$ cat config.mk
export PLATFORM = sky130hd
export DESIGN_NAME = regfile_scoreboard
export DESIGN_NICKNAME = d
export VERILOG_FILES = /design/src/rtl/regfile_scoreboard.sv
export SDC_FILE = /design/constraint.sdc
export NUM_CORES = 1
export LEC_CHECK = 0
export ABC_AREA = 1
export CORE_AREA = 2 2 458 460
export CTS_BUF_LIST = sky130_fd_sc_hd__clkbuf_4 sky130_fd_sc_hd__clkbuf_8
export CTS_CLUSTER_DIAMETER = 40
export DETAILED_ROUTE_END_ITERATION = 8
export DIE_AREA = 0 0 460 462
export PLACE_DENSITY = 0.48
export SLEW_MARGIN = 30
export SYNTH_ARGS = -nofsm -noshare
export SYNTH_HDL_FRONTEND = slang
export SYNTH_SLANG_ARGS = --single-unit
$ cat constraint.sdc
create_clock -name Clk -period 7.7 [get_ports Clk]
set_input_delay 2.31 -clock Clk [delete_from_list [all_inputs] [get_ports Clk]]
set_output_delay 2.31 -clock Clk [all_outputs]
set_load 0.1 [all_outputs]
$ cat src/rtl/regfile_scoreboard.sv
// 32x32 register file with a three-stage (EX/MEM/WB) destination scoreboard.
// Ports: Clk, Reset (sync, active-high), IssueValid/IssueDst (decode issue),
//   WbEnable/WbDst/WbData (write-back), Regfile_flat (all registers),
//   RdEx/RdMem/RdWb (one-hot busy masks per stage), ScoreboardError (sticky).
module regfile_scoreboard (
    input  logic          Clk,
    input  logic          Reset,
    input  logic          IssueValid,
    input  logic [4:0]    IssueDst,
    input  logic          WbEnable,
    input  logic [4:0]    WbDst,
    input  logic [31:0]   WbData,
    output logic [1023:0] Regfile_flat,
    output logic [31:0]   RdEx,
    output logic [31:0]   RdMem,
    output logic [31:0]   RdWb,
    output logic          ScoreboardError
);

    logic [31:0] regs [32];

    logic       ex_valid;
    logic [4:0] ex_dst;
    logic       mem_valid;
    logic [4:0] mem_dst;
    logic       wb_valid;
    logic [4:0] wb_dst;
    logic       err;

    logic wb_write;
    logic wb_mismatch;

    assign wb_write    = WbEnable && (WbDst != 5'd0);
    assign wb_mismatch = wb_write && (!wb_valid || (WbDst != wb_dst));

    always_ff @(posedge Clk) begin
        if (Reset) begin
            for (int i = 0; i < 32; i++) begin
                regs[i] <= 32'd0;
            end
            ex_valid  <= 1'b0;
            ex_dst    <= 5'd0;
            mem_valid <= 1'b0;
            mem_dst   <= 5'd0;
            wb_valid  <= 1'b0;
            wb_dst    <= 5'd0;
            err       <= 1'b0;
        end else begin
            if (wb_write) begin
                regs[WbDst] <= WbData;
            end
            // Issues to x0 never occupy a stage, so x0 is never busy.
            ex_valid  <= IssueValid && (IssueDst != 5'd0);
            ex_dst    <= IssueDst;
            mem_valid <= ex_valid;
            mem_dst   <= ex_dst;
            wb_valid  <= mem_valid;
            wb_dst    <= mem_dst;
            if (wb_mismatch) begin
                err <= 1'b1;
            end
        end
    end

    // Register 0 is never written, so its slice stays at the reset value.
    always_comb begin
        Regfile_flat = '0;
        for (int n = 0; n < 32; n++) begin
            Regfile_flat[1023-32*n -: 32] = regs[n];
        end
    end

    function automatic logic [31:0] onehot(input logic v, input logic [4:0] d);
        logic [31:0] m;
        m = 32'd0;
        if (v) begin
            m[d] = 1'b1;
        end
        m[0] = 1'b0;
        return m;
    endfunction

    assign RdEx            = onehot(ex_valid, ex_dst);
    assign RdMem           = onehot(mem_valid, mem_dst);
    assign RdWb            = onehot(wb_valid, wb_dst);
    assign ScoreboardError = err;

endmodule

-- After elaboration in Yosys (flattened, before gate mapping)
Memory sizes are Yosys's and may differ from the RTL's.
Cells that the tools add are included.
- magnitude comparators: 6
- eq/ne operators: 1
- muxes and demuxes: 17
- reductions and logical operators: 11
- operators by type and width (cell ; count):
    two-way mux 32 bit ; 4
    OR reduction 32 bit ; 1
    less-than comparator 5 x 6 -> 1 bit (second input constant) ; 3
    demux 1 bit (select 5 bit) ; 3
    greater-or-equal comparator 5 x 1 -> 1 bit (second input constant) ; 3
    nonzero test 5 bit ; 2
    two-way mux 1 bit ; 9
    logical AND 1 bit ; 6
    two-way mux 5 bit ; 1
    != test 5 bit ; 1
    logical NOT 1 bit ; 1
    logical OR 1 bit ; 1
- flip-flop bits (word level): 19
- bits in writable memories: 1024
- output and inout port bits: 1121
- logic and storage cells: 43
- memories: 1
- memories (name ; words ; width ; read ports ; clocked after memory_dff ; write ports ; RTL line ; text):
    regs ; 32 ; 32 ; 32 ; 0 ; 32 ; 20 ; logic [31:0] regs [32];

-- Longest topological paths before layout
- depth in word-level cells: 7
- gate-level depth with buffers: 9
- depth with buffers taken out: 8

-- Least setup slack after synthesis
No wires, ideal clock.
- path kind: input-to-reg
- start: input port Reset
- end: memory regs[18][0] (enable)
- arrival: 4.081 ns
- data required time: 7.311 ns
- path slack: 3.229 ns
- stages on the path: 7
- path through: buf_2 inv_2 nand2_1 nor3_4 nand2_1 clkbuf_1 nand2_1
- RTL lines (element ; RTL line ; text):
    from (decl) ; 7 ; input logic Reset,
    to (decl) ; 20 ;

-- Worst setup path after layout
- start: register wb_dst[2]
- end: output port RdWb[11]
- longest elaborated chain between the ends: 5
- elaborated cells between the ends (all ways): 6
- those cells by class: order compare: 2; mux: 3; reduce/logical: 1
- RTL lines (element ; RTL line ; text):
    from (decl) ; 27 ; logic [4:0] wb_dst;
    from (signal assigned) ; 58 ; wb_dst <= mem_dst;
    less-than comparator 5 x 6 -> 1 bit (not written as such) or greater-or-equal comparator 5 x 1 -> 1 bit (tied branches) ; 77 ; m[d] = 1'b1;
    logical AND 1 bit (not written as such) ; 77 ;
    two-way mux 1 bit (not written as such) ; 77 ;
    demux 1 bit (select 5 bit) * ; 77 ;
    two-way mux 32 bit * ; 76 ; if (v) begin
    to (decl) ; 16 ; output logic [31:0] RdWb,
Mark *: on every way between the ends. The rest lies on a longest branch, timed or not.

==> parameters.txt <==
Parameter                              Value

Run status
  Status    completed

Synthesis
  Number of unique standard cell types used by synthesis    14
  Summed instance area of the synthesized netlist    37000 µm²
  Post-synthesis cell count    2548
  Post-synthesis simple-gate area fraction    12.9%
  Register bit count reported by yosys    between 1000 and 1500
  Avg Inst Size Synth    14.5 µm²
  Largest family of logic cells by synthesized area    simple AND/OR/NAND/NOR gates
  Synthesized-area fraction occupied by adder cells    0%
  Multiplexer share of the synthesized area    0%
  Compound-gate portion of the synthesized area    0%
  Synthesized-area fraction occupied by xor and xnor cells    0%
  Number of warnings reported in the yosys synthesis log    0
  Proportion of synthesized chip area in sequential cells    between 80% and 90%

Cells and area
  Layout-stage area growth over the synthesis result    48.8%
  Most common library cell in the layout ignoring fill and taps    sky130_fd_sc_hd__nor2_1
  NumNets Final    3881
  Top library cells by usage in the layout, fill and taps aside    sky130_fd_sc_hd__nor2_1 (1107), sky130_fd_sc_hd__edfxtp_1 (1024), sky130_fd_sc_hd__clkdlybuf4s50_1 (819), sky130_fd_sc_hd__buf_2 (315), sky130_fd_sc_hd__clkbuf_8 (213)
  Final cell count without fillers    roughly 6700
  Share of the core filled with cells    about a quarter
  Layout cells sized above 1    21.4%

Clocking
  Clock tree from TritonCTS    built
  H-Tree Depth    4
  Root Buffer Master    sky130_fd_sc_hd__clkbuf_8
  Clock transition at the registers of the reported paths    50 ps
  Post-CTS Hold Fix Bufs    0
  Cts repair resizes    0
  Number of buffers created by CTS    210
  Clock Path Buffers    3
  Clock latency on the worst-skew pair    between 900 and 1000 ps
  Setup fix buffers added after clock tree synthesis    0
  Total clock sinks    1043

Route
  Number of violations reported at the end of detailed-routing iteration 0    2794
  Vias after detailed routing    approximately 26000
  Detail-routed net length per standard cell    28.1 µm
  First-pass iteration count of the detailed router    5
  Count of antenna-violating nets left after detailed routing    0
  Residual DRC    0
  Wire length after detailed routing    189000 µm
  Via count normalized by instance count    3.87

Min path
  Min-Delay Path Class    reg2reg
  Beginning of the worst hold path    mem_valid

Power and ir drop
  Leakage    0.0202 µW
  Worst-case vdd ir drop    140 µV
  Overall power consumption    16400 µW
  Areal power density over the cells    slightly below 300 nW/µm²

Worst setup path
  Critical Path Start    wb_dst[2]
  Beginning of the worst register-to-register path    wb_dst[2]
  Buf/Inv on CP    2
  CP Data Required Time    roughly 5400 ps
  Reg2Reg Setup Slack    6210 ps
  Cell class contributing the biggest share of worst-path delay    buffers and inverters
  Standard cell with the maximum stage delay on the critical path    sky130_fd_sc_hd__clkdlybuf4s50_1
  Slowest Stage Delay on Critical Path    roughly 1200 ps
  Nature of the critical path startpoint    register
  Worst Setup End Kind    output pin
  Series of cell instances along the critical path    inv_1 > nand3_1 > nor2_1 > clkdlybuf4s50_1
  Critical path start-end classification    reg2out
  Highest fanout seen on the critical path    6
  CP arrival    3540 ps

Global route
  Initial antenna violation count    25
  Total global routing track utilization    17.0%
  Wire length of the first global-routing pass    241000 µm
  Total gr overflow    0
  Vias in the first global route    around 26000
  Pin count of the biggest net entering global routing    50

Floorplanning
  Die outline area    between 200000 and 250000 µm²
  CORE AREA    208000 µm²
  Number of placement rows    168
  Starting density of the core    17.8%
  Width of the chip    460 µm
  Die Y    462 µm
  I/O pin count    1167

Timing
  Ratio of final minimum period to clock period    76.0%
  Finish-stage setup viols    0
  Post-Route Setup TNS    0 ps
  Unrepaired setup endpoints after global routing    no
  Clock Skew    ~11 ps
  Final min period    5850 ps
  Least-Margin Pin Slew    about 1100 ps
  Number of hold-slack violations in the final timing report    0
  Slew HR    29.2%
  Fmax achieved    0.171 GHz
  Max Slew Vio Count    0

Placed design
  Post-DP HPWL    128000 µm
  Number of I/O port buffers    1163
  Placed Cells    6343
  Final RePlAce weighted congestion    0.814

Flow run
  Maximum Capacitance Violations    0
[layout make-up]
cell class	instances	area, µm²
fill	21700	153000
clock buffer	272	3370
tap	2720	3400
multi-input combinational	1276	5070
inverter	65	267
clock inverter	112	1240
sequential	1043	31100
antenna	5	12.5
timing repair buffer	1239	10500
[Yosys cell counts]
cell	count	area (µm²)
sky130_fd_sc_hd__buf_4	3	22.5
sky130_fd_sc_hd__clkbuf_1	116	435
sky130_fd_sc_hd__nor3_1	8	40.0
sky130_fd_sc_hd__nor3_4	3	48.8
sky130_fd_sc_hd__dfxtp_1	19	380
sky130_fd_sc_hd__nand2_1	82	308
sky130_fd_sc_hd__edfxtp_1	1024	30700
sky130_fd_sc_hd__nor2_1	1107	4160
sky130_fd_sc_hd__inv_2	1	3.75
sky130_fd_sc_hd__nand3_1	41	205
sky130_fd_sc_hd__buf_2	78	390
sky130_fd_sc_hd__buf_1	1	3.75
sky130_fd_sc_hd__inv_1	64	240
sky130_fd_sc_hd__conb_1	1	3.75
[final timing paths]
| kind | to | depth (start not counted) |
|---|---|---|
| worst max-delay path | RdWb[11] | 4 |
| worst max register to register | ScoreboardError | 7 |
| worst min-delay path | wb_valid | 2 |
| worst min register to register | wb_valid | 2 |
[power breakdown]
group	total (µW)	switching, µW	internal, µW	leakage [µW]
sequential	6660	113	6540	0.00991
clock	6300	2690	3610	0.00237
combinational	3410	2970	449	0.00788
[worst reg2reg max path: cells and delay by family, from the launching register on]
kind	cells	cell delay, ps
simple gates	6	460
buf+inv	1	310
flops	1	610
[layer usage]
layer,vias up,share of wire (%),GRT usage (%)
li1,11200,-,-
met4,6,2.8,5.48
met5,-,0.019,0
met2,1544,49,29.1
met3,293,10,6.04
met1,13000,38,19.8
[sequential cells by signal, indices dropped and copies added (netlist names)]
name,flops
mem_dst,5
mem_valid,1
wb_dst,5
ScoreboardError,1
wb_valid,1
regs,1024
ex_dst,5
ex_valid,1
[metrics by stage]
stage               hold slack [ps]  worst slack (ps)  area [µm²]
CTS                             454              1650       55300
detailed placement              447              1640       50700
global route                    469              1700       55000
finish                          468              1850       55000
floorplan                       442              3230       37100
global placement                446              1690       52000
[logic make-up (layout without fill, tap and decap cells)]
logic type | after synthesis | in the layout
buffers and inverters | 263 | 1688
flip-flops | 1043 | 1043
AND/OR/NAND/NOR | 1241 | 1241
other | 1 | 40
No activity file was read; power rests on OpenSTA's default activity.
